[src/rtl/cnn_pkg.sv]
// Shared constants for the CNN front end: default load sizes and loader state encoding.
// The compute core sizes its weight/data RAMs from the same defaults.
package cnn_pkg;

   localparam int W_BYTES_DEF = 54;  // 2 layers x 3 kernels x 3x3
   localparam int D_BYTES_DEF = 64;  // 8x8 frame, row-major

   localparam logic [1:0] ST_IDLE     = 2'd0;
   localparam logic [1:0] ST_LOAD_W   = 2'd1;
   localparam logic [1:0] ST_LOAD_D   = 2'd2;
   localparam logic [1:0] ST_WAIT_RES = 2'd3;

   function automatic logic is_load_state(input logic [1:0] s);
      return (s == ST_LOAD_W) || (s == ST_LOAD_D);
   endfunction

endpackage

[src/rtl/cnn_frame_loader.sv]
// Streams weight and image bytes into the compute core RAMs, then waits for the
// core's result flag. The byte count is authoritative; an early s_last aborts the phase.
module cnn_frame_loader
   import cnn_pkg::*;
#(
   parameter int W_BYTES     = W_BYTES_DEF,
   parameter int D_BYTES     = D_BYTES_DEF,
   parameter int RES_TIMEOUT = 255
) (
   input  logic       clk,
   input  logic       rst,
   input  logic       s_valid,
   input  logic [7:0] s_data,
   input  logic       s_last,
   output logic       s_ready,
   input  logic       reuse_w,
   output logic       mode,
   output logic       ram_en,
   output logic [7:0] din,
   input  logic       out_data_flag,
   output logic       frame_done,
   output logic       err,
   output logic       w_held
);

   localparam int TMR_W = $clog2(RES_TIMEOUT + 1);

   logic [1:0]       state;
   logic [7:0]       cnt;
   logic [TMR_W-1:0] tmr;
   logic             acc;
   logic             last_byte;

   assign s_ready = is_load_state(state);
   assign acc     = s_valid & s_ready;

   always_comb begin
      last_byte = 1'b0;
      if (state == ST_LOAD_W) last_byte = (cnt == 8'(W_BYTES - 1));
      else                    last_byte = (cnt == 8'(D_BYTES - 1));
   end

   // RAM write port is registered one cycle behind acceptance; reset suppresses
   // the write of a byte accepted in the reset cycle.
   always_ff @(posedge clk) begin
      if (rst) begin
         state      <= ST_IDLE;
         cnt        <= '0;
         tmr        <= '0;
         ram_en     <= 1'b0;
         mode       <= 1'b0;
         din        <= '0;
         frame_done <= 1'b0;
         err        <= 1'b0;
         w_held     <= 1'b0;
      end else begin
         ram_en     <= acc;
         frame_done <= 1'b0;
         err        <= 1'b0;
         if (acc) begin
            din  <= s_data;
            mode <= (state == ST_LOAD_D);
         end
         case (state)
            ST_IDLE: begin
               cnt <= '0;
               tmr <= '0;
               if (s_valid) state <= (reuse_w && w_held) ? ST_LOAD_D : ST_LOAD_W;
            end
            ST_LOAD_W: begin
               if (acc) begin
                  if (last_byte) begin
                     state  <= ST_LOAD_D;
                     cnt    <= '0;
                     w_held <= 1'b1;
                  end else if (s_last) begin
                     state  <= ST_IDLE;
                     cnt    <= '0;
                     err    <= 1'b1;
                     w_held <= 1'b0;
                  end else begin
                     cnt <= cnt + 8'd1;
                  end
               end
            end
            ST_LOAD_D: begin
               if (acc) begin
                  if (last_byte) begin
                     state <= ST_WAIT_RES;
                     cnt   <= '0;
                     tmr   <= '0;
                  end else if (s_last) begin
                     state <= ST_IDLE;
                     cnt   <= '0;
                     err   <= 1'b1;
                  end else begin
                     cnt <= cnt + 8'd1;
                  end
               end
            end
            ST_WAIT_RES: begin
               // A result flag in the final timeout cycle still counts as success.
               if (out_data_flag) begin
                  state      <= ST_IDLE;
                  frame_done <= 1'b1;
               end else if (tmr == TMR_W'(RES_TIMEOUT - 1)) begin
                  state <= ST_IDLE;
                  err   <= 1'b1;
               end else begin
                  tmr <= tmr + 1'b1;
               end
            end
            default: state <= ST_IDLE;
         endcase
      end
   end

endmodule

[config.mk]
export PLATFORM = sky130hd
export DESIGN_NAME = cnn_frame_loader
export DESIGN_NICKNAME = d
export VERILOG_FILES = /design/src/rtl/cnn_pkg.sv /design/src/rtl/cnn_frame_loader.sv
export SDC_FILE = /design/constraint.sdc
export NUM_CORES = 1
export LEC_CHECK = 0
export BUFFER_PORTS_ARGS = -buffer_cell sky130_fd_sc_hd__buf_4
export CAP_MARGIN = 40
export CORE_ASPECT_RATIO = 1.75
export CORE_UTILIZATION = 50
export CTS_BUF_LIST = sky130_fd_sc_hd__clkbuf_8
export DETAILED_ROUTE_END_ITERATION = 10
export HOLD_SLACK_MARGIN = 0.12
export PLACE_DENSITY = 0.75
export SLEW_MARGIN = 40
export SYNTH_ARGS = -nofsm -noshare
export SYNTH_HDL_FRONTEND = slang
export SYNTH_SLANG_ARGS = --single-unit
[constraint.sdc]
create_clock -name clk -period 2 [get_ports clk]
set_clock_uncertainty 0.15 [all_clocks]
set_input_delay 0.3 -clock clk [delete_from_list [all_inputs] [get_ports clk]]
set_output_delay 0.3 -clock clk [all_outputs]
set_load 0.02 [all_outputs]
==> run_results.csv, run 1 <==
group,metric,value,unit
global_routing,grt_pass1_vias,1715,
global_routing,grt_overflow,0,
setup_path,cp-startpoint,"state[1]$_SDFFE_PP0P_",
setup_path,path_max_fanout,5,
global_routing,met3_usage,5.06,%
clock_tree,clk_path_buf_depth,2,
logic_synthesis,netlist.top_cell.by_area,"dfxtp_1",
power_and_ir_drop,peakVddDrop,0.743,mV
power_and_ir_drop,power.density,999,mW/mm^2
sta,maxSlewHeadroom,67.0,%
clock_tree,cts_buffers,5,
setup_path,path_cells,"inv_2 > ha_4 > or3b_4 > a211oi_4 > buf_4 > a21oi_1 > o311a_1 > nor3_2",
sta,maxSlewViolCount,0,
logic_synthesis,yosys_most_used_dff,"dfxtp_1",
min_path,hold_start,"s_data[2]",
drt,drtAntennaViolNets,0,
outcome,status,"finished, final reports clean",
finish,nFillCells,236,
setup_path,crit_path_end_kind,"flop",
logic_synthesis,synth_area_leaders,"dfxtp_1 (38%), nand2_1 (7.0%), a21oi_1 (7.0%)",
placed_design,placedCellCount,289,
logic_synthesis,synthArstFlopShare,0,%
finish,fin_cells,309,
floorplanning,chipHeight,78.1,um
floorplanning,rows,27,
drt,routed_wl,4.44,mm
global_routing,grt_usage,26.9,%
setup_path,critical_path_class,"reg -> reg",
drt,drt-initial-drc-count,35,
placed_design,dpl.hpwl,2.99,mm
clock_tree,clock_latency,0.28,ns
finish,register_area,626,sq um
setup_path,reg2reg_slack,0.007,ns
sta,setup_viol,0,
global_routing,antenna_found_initial,0,
sta,min_period_over_period,99.6,%
placed_design,portBuffers,27,
setup_path,crit_arrival,2.05,ns
drt,vias,1757,
logic_synthesis,ys_seq_area_share,37.5,%
logic_synthesis,yosys_warnings,0,
drt,via_per_inst,5.69,
clock_tree,worst_setup_hold_path_clk_slew,0.07,ns
logic_synthesis,postSynthCellCount,203,
logic_synthesis,syn_nets,224,
floorplanning,die_area,0.00355,sq mm
global_routing,grt_pass1_wl,7.16,mm
logic_synthesis,postSynthAreaPerCell,8.14,sq um
clock_tree,htree_levels,2,
logic_synthesis,mappedNetlistArea,0.00165,sq mm
global_routing,grtUsageMet2,48.0,%
floorplanning,dieWidth,45.5,um
sta,fmax,502,MHz
power_and_ir_drop,p_leak,0.963,nW
logic_synthesis,yosysTopAreaCellShare,37.5,%
setup_path,cp.required,2.06,ns
logic_synthesis,synth-seq-cells,31,
setup_path,cpPeakStageDelay,0.39,ns
logic_synthesis,synth_edf_count,0,
sta,period_minus_slack,1.99,ns
global_routing,top_usage_layer,"met2",
sta,tightest_slew,0.492,ns
clock_tree,cts-root-buf,"clkbuf_8",
placed_design,gp_congestion,0.819,
sta,timing.setup.tns,0,ns
setup_path,worstSetupStartpointType,"flop",
sta,hold_violations,0,
finish,multiInputGateArea,0.00100,sq mm
setup_path,crit_path_top_delay_cell,"or3b_4",
setup_path,r2r-start,"state[1]$_SDFFE_PP0P_",
drt,wl_per_cell,14.4,um
finish,antenna_cells,0,
global_routing,grt_max_degree,32,
floorplanning,start_util,52.6,%
sta,fin_ws,0.00731,ns
drt,dr.pass1.iters,4,
clock_tree,cts_tree,"done",
placed_design,post-place-ws,0.00439,ns
sta,rsz0062_at_grt,"true",
floorplanning,fp.coreArea,0.00314,sq mm
global_routing,use_met1,27.3,%
min_path,hp-class,"in -> reg",
drt,drc,0,
finish,nNetsFinal,286,
finish,area_delta_synth_final,39.4,%
clock_tree,numClockSinks,31,
finish,final_layout_size_suffix_gt1_share,30.8,%
logic_synthesis,synth_cell_type_count,47,
job,cap_violations,0,
floorplanning,pin_count,28,
==> through the flow <==
step | utilization (%) | hold slack (ns) | cell area, sq um | total power, W
2_1_floorplan | - | 0.264 | 1680 | 0.00130
3_3_place_gp | 65.8 | 0.292 | 2070 | 0.00167
3_5_place_dp | 65.8 | 0.297 | 2070 | 0.00167
4_1_cts | 71.7 | 0.134 | 2250 | 0.00224
5_1_grt | 73.4 | 0.149 | 2300 | 0.00242
6_report | 73.4 | 0.132 | 2300 | 0.00230
==> synthesized netlist by cell type, types with 3 or more instances <==
cell / number
nand2_1: 31
and2_1: 3
o21ai_0: 7
a31oi_1: 4
dfxtp_1: 31
inv_1: 7
nor4_1: 4
nand4_1: 3
ha_1: 7
a21o_1: 4
nor3_1: 4
clkbuf_1: 4
a21oi_1: 23
nand3_1: 9
nor2b_1: 3
nor2_1: 21
==> worst paths after layout <==
| kind | endpoint | cells after the start |
|---|---|---|
| hold reg to reg | din[1]$_SDFFE_PP0P_ | 2 |
| setup / recovery | state[1]$_SDFFE_PP0P_ | 8 |
| setup reg to reg | state[1]$_SDFFE_PP0P_ | 8 |
| hold / removal | din[2]$_SDFFE_PP0P_ | 3 |
==> registers in the layout (all words and copies together) (netlist names), 2 cells and up <==
signal  cells
din         8
state       2
cnt         8
tmr         8
==> report_power, final <==
part	switching [W]	internal (W)
sequential	0.0000397	0.000682
combinational	0.000564	0.000471
clock	0.000235	0.000309
total	0.000839	0.00146
==> area by class of cell <==
class | count | area share (%)
clock buffers | 7 | 4.18
clock inverters | 1 | 0.163
inverters | 7 | 1.14
multi-input cells | 156 | 43.4
flip-flops and latches | 31 | 27.1
well taps | 43 | 2.33
repair buffers | 64 | 21.6
==> layout by cell type (no fill, tap or decap), types with 2 or more instances in the layout <==
cell type / count
ha_1: 6
clkbuf_8: 7
nand4_1: 3
a21o_1: 4
nor4_1: 4
a31oi_1: 4
buf_4: 57
dlygate4sd3_1: 7
dfxtp_1: 29
and2_1: 3
nand2b_1: 2
o21ai_1: 2
nand3b_1: 2
and4_1: 2
nand3_1: 9
nor2b_1: 3
nand2_1: 30
nor2_1: 21
a21oi_1: 22
inv_1: 7
nor3_1: 4
o21ai_0: 5
==> repair_timing <==
item	CTS	global route
buffers inserted	2	3
hold buffers	7	0
setup endpoints to repair	2	15
cloned	0	0
pin swaps	4	10
gates resized for setup	1	7
endpoints found under the hold margin	7	0
==> kinds of logic after synthesis <==
group                      after synthesis  share of synthesized area [%]
AOI/OAI and AO/OA                       53                           21.8
xor gates and xnor gates                 1                          0.530
adders and majority gates                7                           5.30
buffers and inverters                   16                           4.77
DFF                                     31                           37.5
muxes                                    2                           1.29
and+or+nand+nor                         93                           28.8
==> worst max-delay path, delay by kind of cell, from the launching register on <==
kind            cells  cell delay [ns]
compound gates      3             0.59
simple gates        2             0.48
flops               1             0.32
buf+inv             2             0.23
fa+ha+maj           1             0.15
==> per-layer routing <==
metal	vias up	share of wire [%]
met2	63	54
met3	17	4.4
met5	-	0
li1	848	-
met1	829	38
met4	0	3.8
(Power assumes the default switching activity.)
==> run 2, diff against run 1 <==
--- a/config.mk
+++ b/config.mk
@@ -13,6 +13,7 @@
 export DETAILED_ROUTE_END_ITERATION = 10
 export HOLD_SLACK_MARGIN = 0.12
 export PLACE_DENSITY = 0.75
+export REMOVE_ABC_BUFFERS = 1
 export SLEW_MARGIN = 40
 export SYNTH_ARGS = -nofsm -noshare
 export SYNTH_HDL_FRONTEND = slang
==> run 2 against run 1 <==
The flow now finishes with violations (setup timing). Fmax is 1.4% lower. Largest cell class unchanged. Highest routed layer unchanged. Die area stayed put. Sequential share of layout area is 0.19 points lower. Cell area is 0.92% higher. Critical endpoint is now cnt[5]$_SDFFE_PP0P_. Flip-flop and latch count stayed put. Clock power is 16% higher. Core utilization is 0.68 points higher. Critical path type unchanged.
==> run_results.csv, run 2 (synthesis results as in run 1) <==
group,metric,value,unit
placed_design,portBuffers,27,
setup_path,r2r_cells,8,
floorplanning,rows,27,
drt,drtAntennaViolNets,0,
finish,largestRegisters,"cnt: 8 flops, din: 8 flops, tmr: 8 flops",
sta,hold_ws,0.128,ns
sta,setup_viol,2,
floorplanning,chipHeight,78.1,um
sta,maxSlewViolCount,0,
setup_path,r2r-start,"state[1]$_SDFFE_PP0P_",
outcome,status,"complete, but fails checks",
setup_path,critical_path_class,"reg -> reg",
global_routing,grt_pass1_vias,1656,
drt,routed_wl,4.28,mm
setup_path,crit_path_top_delay_cell,"or3b_4",
drt,drt-initial-drc-count,44,
setup_path,path_max_fanout,9,
floorplanning,dieWidth,45.5,um
clock_tree,cts_buffers,5,
sta,tightest_slew,0.476,ns
drt,via_per_inst,5.61,
finish,utilization,74.0,%
setup_path,cp-startpoint,"state[1]$_SDFFE_PP0P_",
setup_path,crit_path_end_kind,"flop",
global_routing,grt_max_degree,19,
drt,dr.pass1.iters,4,
setup_path,reg2reg_to,"cnt[5]$_SDFFE_PP0P_",
clock_tree,cts_tree,"done",
sta,period_minus_slack,2.02,ns
finish,stdcell_area,0.00233,sq mm
drt,vias,1734,
setup_path,cpPeakStageDelay,0.38,ns
clock_tree,htree_levels,2,
global_routing,grt_overflow,0,
sta,fin_ws,-0.0202,ns
global_routing,grt_usage,26.7,%
floorplanning,fp.coreArea,0.00314,sq mm
finish,nFillCells,244,
global_routing,grt_pass1_wl,7.02,mm
clock_tree,clk_path_buf_depth,2,
floorplanning,start_util,52.6,%
setup_path,path_cells,"inv_2 > ha_4 > or3b_4 > a211oi_4 > buf_4 > nor3_4 > a31oi_1 > a21oi_1",
min_path,hold_depth,3,
finish,final_layout_size_suffix_gt1_share,31.2,%
min_path,hold_start,"s_data[1]",
sta,timing.setup.tns,-0.0322,ns
global_routing,antenna_found_initial,0,
drt,wl_per_cell,13.8,um
clock_tree,cts-root-buf,"clkbuf_8",
job,cap_violations,0,
finish,antenna_cells,0,
clock_tree,clock_latency,0.28,ns
min_path,hp-class,"in -> reg",
setup_path,reg2reg_slack,-0.02,ns
drt,drc,0,
setup_path,crit_arrival,2.04,ns
power_and_ir_drop,p_leak,0.960,nW
clock_tree,worst_setup_hold_path_clk_slew,0.06,ns
placed_design,gp_congestion,0.874,
setup_path,cp.required,2.02,ns
floorplanning,die_area,0.00355,sq mm
finish,final_cell_mix,"buf_4 (57), nand2_1 (31), dfxtp_1 (28), a21oi_1 (23), nor2_1 (20)",
power_and_ir_drop,peakVddDrop,0.708,mV
placed_design,dpl.hpwl,2.97,mm
sta,rsz0062_at_grt,"true",
finish,nNetsFinal,286,
finish,final_common_cell,"buf_4",
finish,area_delta_synth_final,40.7,%
outcome,violations,"setup timing",
setup_path,worstSetupStartpointType,"flop",
clock_tree,numClockSinks,31,
power_and_ir_drop,power.density,1040,mW/mm^2
sta,maxSlewHeadroom,68.1,%
sta,min_period_over_period,101,%
placed_design,place_area,0.00204,sq mm
min_path,holdPathEnd,"din[1]$_SDFFE_PP0P_",
sta,fmax,495,MHz
sta,hold_violations,0,
floorplanning,pin_count,28,
-- run 2: area by class of cell --
| class | instances | area [sq um] | area share (%) |
|---|---|---|---|
| timing repair buffer | 64 | 498 | 21.4 |
| inverter | 7 | 26.3 | 1.13 |
| multi-input combinational | 156 | 1000 | 43.1 |
| clock inverter | 2 | 35.0 | 1.51 |
| tap | 43 | 53.8 | 2.31 |
| sequential | 31 | 627 | 26.9 |
| clock buffer | 6 | 82.6 | 3.55 |
-- run 2: where the power goes --
| part | switching (W) | internal, W |
|---|---|---|
| Sequential | 0.0000376 | 0.000682 |
| Combinational | 0.000548 | 0.000527 |
| Clock | 0.000227 | 0.000402 |
| Total | 0.000813 | 0.00161 |
-- run 2: how the worst max path moves through the flow --
stage                             to  cells past startpoint  slack, ns
6_report         cnt[5]$_SDFFE_PP0P_                      8      -0.02
5_1_grt        state[1]$_SDFFE_PP0P_                      7      -0.11
4_1_cts        state[1]$_SDFFE_PP0P_                      6      -0.04
3_5_place_dp   state[1]$_SDFFE_PP0P_                      6      -0.06
3_3_place_gp   state[1]$_SDFFE_PP0P_                      6      -0.05
2_1_floorplan    cnt[4]$_SDFFE_PP0P_                      7      -0.14
-- run 2: through the flow --
| step | total power, W | cells | setup slack [ns] |
|---|---|---|---|
| after global routing | 0.00259 | 309 | -0.108 |
| after detailed placement | 0.00164 | 288 | -0.0621 |
| after global placement | 0.00163 | 288 | -0.0489 |
| after floorplan | 0.00124 | 194 | -0.141 |
| after CTS | 0.00229 | 303 | -0.0408 |
| final | 0.00242 | 309 | -0.0202 |
-- run 2: what timing repair did --
item,in CTS,in global routing
pin swaps,1,9
hold endpoints to repair,7,0
hold buffers,7,0
buffers inserted,0,6
setup endpoints to repair,11,18
resized for setup,2,12
-- run 2: metal layers --
| layer | track usage [%] | part of all wire [%] |
|---|---|---|
| met4 | 12.1 | 2.2 |
| met2 | 46.6 | 56 |
| met1 | 28.1 | 39 |
| met5 | 0 | 0 |
| met3 | 7.13 | 3.6 |
-- run 2: critical path: cells and delay by family, from the launching register on --
| kind | cells | cell delay, ns |
|---|---|---|
| AND/OR/NAND/NOR | 2 | 0.44 |
| adder cells (fa/ha/maj) | 1 | 0.14 |
| AO/OA/AOI/OAI | 3 | 0.60 |
| flip-flops | 1 | 0.32 |
| buffers and inverters | 2 | 0.25 |
